--- config.mk ---
export PLATFORM = sky130hd
export DESIGN_NAME = kyber_axi_host_master
export DESIGN_NICKNAME = d
export VERILOG_FILES = /design/src/rtl/kyber_axi_host_master.sv
export SDC_FILE = /design/constraint.sdc
export NUM_CORES = 1
export LEC_CHECK = 0
export CAP_MARGIN = 20
export CORE_AREA = 3 3 259 261
export DETAILED_ROUTE_END_ITERATION = 8
export DIE_AREA = 0 0 262 264
export PLACE_DENSITY = 0.31
export SYNTH_ARGS = -nofsm -noshare
export SYNTH_HDL_FRONTEND = slang
export SYNTH_SLANG_ARGS = --single-unit
--- constraint.sdc ---
create_clock -name m_axi_aclk -period 2.7 [get_ports m_axi_aclk]
set_input_delay 0.54 -clock m_axi_aclk [delete_from_list [all_inputs] [get_ports m_axi_aclk]]
set_output_delay 0.54 -clock m_axi_aclk [all_outputs]
set_load 0.03 [all_outputs]
--- src/rtl/kyber_axi_host_master.sv ---
// Single-outstanding AXI4 INCR burst master for the Kyber accelerator slave port.
// One host command in, one AXI burst out, one done pulse with the burst response.
module kyber_axi_host_master #(
    parameter int ADDR_W = 17,
    parameter int DATA_W = 128,
    parameter int LEN_W  = 8
) (
    input  logic                m_axi_aclk,
    input  logic                m_axi_aresetn,

    input  logic                cmd_valid,
    output logic                cmd_ready,
    input  logic                cmd_write,
    input  logic [ADDR_W-1:0]   cmd_addr,
    input  logic [LEN_W-1:0]    cmd_len,

    input  logic [DATA_W-1:0]   wr_data,
    input  logic                wr_valid,
    output logic                wr_ready,

    output logic [DATA_W-1:0]   rd_data,
    output logic                rd_valid,
    output logic                rd_last,
    input  logic                rd_ready,

    output logic                done,
    output logic [1:0]          resp,
    output logic                busy,

    output logic [ADDR_W-1:0]   m_axi_awaddr,
    output logic [LEN_W-1:0]    m_axi_awlen,
    output logic [2:0]          m_axi_awsize,
    output logic [1:0]          m_axi_awburst,
    output logic [3:0]          m_axi_awcache,
    output logic                m_axi_awlock,
    output logic [2:0]          m_axi_awprot,
    output logic                m_axi_awvalid,
    input  logic                m_axi_awready,

    output logic [DATA_W-1:0]   m_axi_wdata,
    output logic [DATA_W/8-1:0] m_axi_wstrb,
    output logic                m_axi_wlast,
    output logic                m_axi_wvalid,
    input  logic                m_axi_wready,

    input  logic [1:0]          m_axi_bresp,
    input  logic                m_axi_bvalid,
    output logic                m_axi_bready,

    output logic [ADDR_W-1:0]   m_axi_araddr,
    output logic [LEN_W-1:0]    m_axi_arlen,
    output logic [2:0]          m_axi_arsize,
    output logic [1:0]          m_axi_arburst,
    output logic [3:0]          m_axi_arcache,
    output logic                m_axi_arlock,
    output logic [2:0]          m_axi_arprot,
    output logic                m_axi_arvalid,
    input  logic                m_axi_arready,

    input  logic [DATA_W-1:0]   m_axi_rdata,
    input  logic [1:0]          m_axi_rresp,
    input  logic                m_axi_rlast,
    input  logic                m_axi_rvalid,
    output logic                m_axi_rready
);
    typedef enum logic [2:0] {IDLE, AW, W, B, AR, R, DONE} state_t;

    state_t             state;
    logic [ADDR_W-1:0]  addr_q;
    logic [LEN_W-1:0]   len_q;
    logic [LEN_W-1:0]   cnt;
    logic [1:0]         resp_q;
    logic               awvalid_q;
    logic               arvalid_q;
    logic               bready_q;

    logic [LEN_W:0]     end_word;
    logic               bad_cmd;
    logic               last_beat;
    logic [1:0]         rd_acc;

    // Misaligned starts and bursts running past the 4 KB page end are refused locally.
    assign end_word  = (LEN_W+1)'(cmd_addr[11:4]) + (LEN_W+1)'(cmd_len);
    assign bad_cmd   = (cmd_addr[3:0] != 4'd0) || (end_word > (LEN_W+1)'(255));
    assign last_beat = (cnt == len_q);

    // SLVERR/DECERR dominate; rlast out of place with the beat count is a slave error.
    always_comb begin
        rd_acc = (m_axi_rresp > resp_q) ? m_axi_rresp : resp_q;
        if ((last_beat != m_axi_rlast) && (rd_acc < 2'b10))
            rd_acc = 2'b10;
    end

    always_ff @(posedge m_axi_aclk) begin
        if (!m_axi_aresetn) begin
            state     <= IDLE;
            addr_q    <= '0;
            len_q     <= '0;
            cnt       <= '0;
            resp_q    <= '0;
            awvalid_q <= 1'b0;
            arvalid_q <= 1'b0;
            bready_q  <= 1'b0;
        end else begin
            case (state)
                IDLE: if (cmd_valid) begin
                    if (bad_cmd) begin
                        resp_q <= 2'b10;
                        state  <= DONE;
                    end else begin
                        addr_q <= cmd_addr;
                        len_q  <= cmd_len;
                        cnt    <= '0;
                        resp_q <= 2'b00;
                        if (cmd_write) begin
                            awvalid_q <= 1'b1;
                            state     <= AW;
                        end else begin
                            arvalid_q <= 1'b1;
                            state     <= AR;
                        end
                    end
                end
                AW: if (m_axi_awready) begin
                    awvalid_q <= 1'b0;
                    state     <= W;
                end
                W: if (m_axi_wvalid && m_axi_wready) begin
                    if (last_beat) begin
                        bready_q <= 1'b1;
                        state    <= B;
                    end else begin
                        cnt <= cnt + 1'b1;
                    end
                end
                B: if (m_axi_bvalid) begin
                    bready_q <= 1'b0;
                    resp_q   <= m_axi_bresp;
                    state    <= DONE;
                end
                AR: if (m_axi_arready) begin
                    arvalid_q <= 1'b0;
                    state     <= R;
                end
                R: if (m_axi_rvalid && m_axi_rready) begin
                    resp_q <= rd_acc;
                    if (last_beat) state <= DONE;
                    else           cnt   <= cnt + 1'b1;
                end
                DONE: state <= IDLE;
                default: state <= IDLE;
            endcase
        end
    end

    assign cmd_ready = (state == IDLE);
    assign busy      = (state != IDLE);
    assign done      = (state == DONE);
    assign resp      = resp_q;

    assign m_axi_awaddr  = addr_q;
    assign m_axi_awlen   = len_q;
    assign m_axi_awsize  = 3'b100;
    assign m_axi_awburst = 2'b01;
    assign m_axi_awcache = 4'b0011;
    assign m_axi_awlock  = 1'b0;
    assign m_axi_awprot  = 3'b000;
    assign m_axi_awvalid = awvalid_q;

    assign m_axi_araddr  = addr_q;
    assign m_axi_arlen   = len_q;
    assign m_axi_arsize  = 3'b100;
    assign m_axi_arburst = 2'b01;
    assign m_axi_arcache = 4'b0011;
    assign m_axi_arlock  = 1'b0;
    assign m_axi_arprot  = 3'b000;
    assign m_axi_arvalid = arvalid_q;

    // Data channels are straight pass-throughs, opened only in their own phase.
    assign m_axi_wdata  = (state == W) ? wr_data : '0;
    assign m_axi_wstrb  = '1;
    assign m_axi_wvalid = (state == W) && wr_valid;
    assign m_axi_wlast  = (state == W) && last_beat;
    assign wr_ready     = (state == W) && m_axi_wready;
    assign m_axi_bready = bready_q;

    assign rd_data      = (state == R) ? m_axi_rdata : '0;
    assign rd_valid     = (state == R) && m_axi_rvalid;
    assign rd_last      = (state == R) && last_beat;
    assign m_axi_rready = (state == R) && rd_ready;
endmodule

# == Word level (Yosys, flattened, before mapping) ==
# Index checks and enable logic that the tools add are counted.
# word_totals
reg_bits,41
word_cells,98
# classes
addsub,2
magnitude_cmp,3
eq_ne,19
muxes,40
bitwise,1
n_reduce_logical,25
# ops
cell,n
128-bit 2-to-1 mux,2
8-bit 2-to-1 mux,5
3-bit 2-to-1 mux,10
8-bit case mux with 3 select lines,1
2-bit != test (second input constant),10
3-bit case mux with 6 select lines,1
5-bit AND reduction,3
2-bit 2-to-1 mux,6
1-bit 2-to-1 mux,11
8-bit by 8-bit adder with 9-bit output,1
3-bit equality test (second input constant),3
9-bit by 8-bit > comparator with 1-bit output (second input constant),1
1-bit logical AND,9
3-bit nonzero test,3
8-bit by 1-bit adder with 8-bit output (second input constant),1
8-bit equality test,1
4-bit AND reduction,2
8-bit AND reduction,1
3-bit by 2-bit equality test with 1-bit output (second input constant),2
1-bit case mux with 2 select lines,3
2-bit case mux with 3 select lines,1
2-bit nonzero test,3
4-bit nonzero test,1
3-bit by 1-bit equality test with 1-bit output (second input constant),1
8 further kinds,8

# == Longest topological paths before layout ==
# logic_depth
depth_word,7
ltp_mapped,11
ltp_nobuf,9

# == Worst setup path before layout ==
# OpenSTA, ideal clock, no wires.
# synth_path
path_kind,reg2out
startpoint,"register len_q[7], in the netlist m_axi_arlen[7]"
endpoint,output m_axi_wlast
arrival_time_ns,1.880
required_ns,2.160
path_slack_ns,0.280
path_stages_with_launch,7
path_buffers,2
cell_sequence,dfxtp_1 > xor2_1 > nor4_2 > nand2_2 > buf_2 > buf_1 > nor2_1
# synth_via
elab_chain_cells,2
# synth_rtl
item,line,text
"start, declared",70,logic [LEN_W-1:0] len_q;
"start signal, assigned",112,len_q <= cmd_len;
8-bit equality test,85,assign last_beat = (cnt == len_q);
1-bit logical AND,183,assign m_axi_wlast = (state == W) && last_beat;
"end, declared",42,"output logic m_axi_wlast,"
# Every way passes these cells.

# == Worst setup path in the final report ==
# layout_path
startpoint,input cmd_len[0]
endpoint,register state[2]
# layout_via
elab_chain_cells,6
# layout_rtl
item,line,text
"start, declared",15,"input logic [LEN_W-1:0] cmd_len,"
8-bit by 8-bit adder with 9-bit output,83,assign end_word = (LEN_W+1)'(cmd_addr[11:4]) + (LEN_W+1)'(cmd_len);
9-bit by 8-bit > comparator with 1-bit output,84,assign bad_cmd = (cmd_addr[3:0] != 4'd0) || (end_word > (LEN_W+1)'(255));
1-bit logical OR,84,
3-bit 2-to-1 mux,107,if (bad_cmd) begin
3-bit 2-to-1 mux,106,IDLE: if (cmd_valid) begin
3-bit case mux with 6 select lines,105,case (state)
"end signal, assigned",96,state <= IDLE;
"end signal, assigned",109,state <= DONE;
"end signal, assigned",117,state <= AW;
"end, declared",68,state_t state;
# Every way passes these cells. The select of a mux whose other input is x is not followed.
# A chain may end at the register's enable or synchronous reset.

==> summary.md <==
| Metric | Value |
|---|---|
| Sequential Power Share | `8.6%` |
| CTS clock-pin slew for the worst setup and hold paths | `60 ps` |
| Commonest non-fill, non-tap cells in the layout | `clkdlybuf4s50_1 (377), and2_1 (261), buf_4 (149)` |
| Vias in the first global route | `6904` |
| Skew final | `6.17 ps` |
| Clock sink total | `41` |
| H-tree levels | `2` |
| Total number of yosys warnings | `0` |
| Row count | `93` |
| Met3 Use GR | `4.82%` |
| Post-DP HPWL | `between 40 and 50 mm` |
| Yosys cell types | `54` |
| Combinational fraction of design power | `82.3%` |
| Core Area | `64700 µm²` |
| XOR/XNOR Fraction of Synth Area | `1.75%` |
| Clock network power share | `under 10%` |
| Antenna viol nets, final | `0` |
| Area of the multi-input gates | `3140 µm²` |
| Final Wtd Congestion | `0.792` |
| Cells after Synth | `614` |
| Fin worst setup slack | `98.5 ps` |
| DR vias/cell | `3.11` |
| Post-synth EDFFs | `0` |
| Fill cells | `between 7000 and 8000` |
| Setup slack, reg-to-reg | `560 ps` |
| Synthesized area per cell | `approximately 7.3 µm²` |
| Max_cap viols | `0` |
| Pre-antenna DRT Iters | `6` |
| RSZ-0062 raised after global routing | `yes` |
| Internal | `4.13 mW` |
| Inserted Clock Buffers | `5` |
| Reg2reg path depth | `6` |
| Dpl cell area | `12300 µm²` |
| Initial antenna violation count | `32` |
| Synth top area share | `36.4%` |
| Switching power | `between 3 and 4 mW` |
| Area leader, netlist | `and2_1` |
| Synth Area in Simple Gates | `a little under half` |
| VDD IR-drop max | `0.296 mV` |
| Max Clk Rate | `a little under 400 MHz` |
| Met1 Track Usage GR | `between 10% and 20%` |
| IO Pins | `about 660` |
| Register area share after synthesis | `18.3%` |
| Setup crit start kind | `primary input` |
| Critical setup path kind | `in2reg` |
| Period utilization | `around 96%` |
| Post-synthesis adder-cell area fraction | `3.51%` |
| Met2 Use GR | `26.0%` |
| Routed len/inst | `23.2 µm` |
| CP Capture Type | `flip-flop` |
| Mux contribution to synthesized area | `between 4 and 5%` |
| Routed wire length | `between 40 and 50 mm` |
| CTS root buf | `clkbuf_16` |
| Ys flop type | `dfxtp_1` |
| Residual DRC | `0` |
| Aggregate global routing overflow | `0` |
| Worst slack after detailed placement | `-450 ps` |
| CTS tree | `yes` |
| Hold crit path type | `reg2reg` |
| Fraction of layout cells with a size suffix above 1 | `23.9%` |
| Initial Utilization | `6.94%` |
| Synthesized area | `4490 µm²` |
| CP Data Arrival Time | `2830 ps` |
| Commonest non-fill, non-tap cell in the layout | `clkdlybuf4s50_1` |
| Async set or reset register ratio after synthesis | `0%` |
| Minimum clock period after layout | `around 2600 ps` |
| Yosys reg bits | `41` |
| Clk_lat worst skew | `290 ps` |
| Total setup buffers inserted after CTS | `0` |
| Outcome | `completed` |
| Non-Filler Instances | `between 2000 and 2500` |
| Hold-fix buffers, CTS | `0` |
| Die height | `264 µm` |
| Fin. max-slew vios | `0` |
| Largest net degree at the start of global routing | `77` |
| Via Count | `6407` |
| Deepest clock path buffer count | `2` |
| Final core utilization | `19.4%` |
| Count of final setup violators | `0` |
| Area delta synth->final | `179%` |
| Crit path required time | `2920 ps` |
| Die width | `262 µm` |
| Number of hold violations in the final report | `0` |
| Storage cell area | `821 µm²` |
| Synth area leaders | `and2_1 (36%), dfxtp_1 (18%), buf_4 (11%)` |
| NumNets Final | `1510` |
| Switching part of the total | `48.1%` |
| Drt initial violations | `approximately 190` |
| I/O Buffers | `616` |
| Fin area | `12500 µm²` |
| Full die area | `69200 µm²` |
| Worst-path fanout max | `3` |
| Leak pwr | `between 5 and 6 nW` |
| Worst-margin pin slew | `536 ps` |
| Total power divided by cell area | `about 630 nW/µm²` |
| Placed cells | `2049` |
| Total GRT Usage | `around an eighth` |
| Worst Hold Depth | `1` |
| First-pass GRT wire length | `63.2 mm` |
| Relative slew slack | `64.2%` |
| Compound-Gate Fraction of Synth Area | `a little under a tenth` |
| Layer with the highest usage | `met2` |
| Largest family of logic cells by synthesized area | `simple AND/OR/NAND/NOR gates` |
final timing paths:
| kind | startpoint | to |
|---|---|---|
| worst min register to register | m_axi_araddr[2] | m_axi_araddr[2] |
| worst max-delay path | cmd_len[0] | state[2] |
| worst min-delay path | m_axi_araddr[2] | m_axi_araddr[2] |
| worst max register to register | m_axi_arlen[1] | state[2] |
final cells by class:
class                   count  area share, %
diodes                      5         0.0997
clock buffers               7           1.14
clock inverters             1          0.239
inverters                  16          0.479
multi-input cells         490           25.0
flip-flops and latches     41           6.54
well taps                 855           8.53
repair buffers            647           58.0
cells in the mapped netlist (all sizes together) (3+ instances only):
library cell    n
o21ai           5
o22ai           4
inv            15
nor2           43
nand2b          4
nand3           3
a21oi          14
mux2i          22
buf            75
xor2            8
and2          261
nand2          11
clkbuf         32
nor3            3
a211oi          9
a31oi           6
nand4           3
and3           10
dfxtp          41
a41oi           3
ha             11
or3             3
state kept, by name (all words and copies together), names as in the netlist:
signal	flops
m_axi_araddr	17
m_axi_awvalid	1
m_axi_bready	1
resp	2
cnt	8
m_axi_arlen	8
m_axi_arvalid	1
state	3
power groups by stage:
stage / Combinational [mW] / Clock [mW] / Sequential (mW)
floorplan: 2.81 / 0 / 0.722
global placement: 6.70 / 0 / 0.695
detailed placement: 6.64 / 0 / 0.695
CTS: 6.70 / 0.766 / 0.681
global route: 6.96 / 0.782 / 0.684
finish: 6.54 / 0.723 / 0.680
worst max-delay path, cell delays in order:
cell and delay [ps]:
clkdlybuf4s50_1 490, ha_1 160, inv_1 50, fa_1 350, nand2b_4 170, a21oi_4 150
o31ai_2 100, and3_1 190, or4b_1 470, a31oi_1 160
metrics by stage:
step | TNS [ps] | hold WS, ps | power [mW]
2_1_floorplan | 0 | 459 | 3.54
4_1_cts | 0 | 503 | 8.14
3_3_place_gp | -10650 | 482 | 7.40
3_5_place_dp | -10860 | 494 | 7.33
6_report | 0 | 502 | 7.95
5_1_grt | -0.324 | 509 | 8.42
metal layers:
layer  up-vias  wire length, µm
li1       3033                -
met1      2969            16800
met2       334            26100
met3        61             4150
met4        10              669
met5         -               69
cells by family after synthesis:
logic type | Yosys count
XOR/XNOR | 9
buffers and inverters | 123
flip-flops | 41
AND/OR/NAND/NOR | 349
other | 2
multiplexers | 22
AO/OA/AOI/OAI | 56
adder cells (fa/ha/maj) | 12
repair_timing:
action | CTS | global route
resized for setup | 3 | 6
pin swaps | 1 | 1
hold endpoints to repair | 0 | 0
endpoints found under the setup margin | 23 | 6
Note: power is estimated with default switching activity, not from simulation.
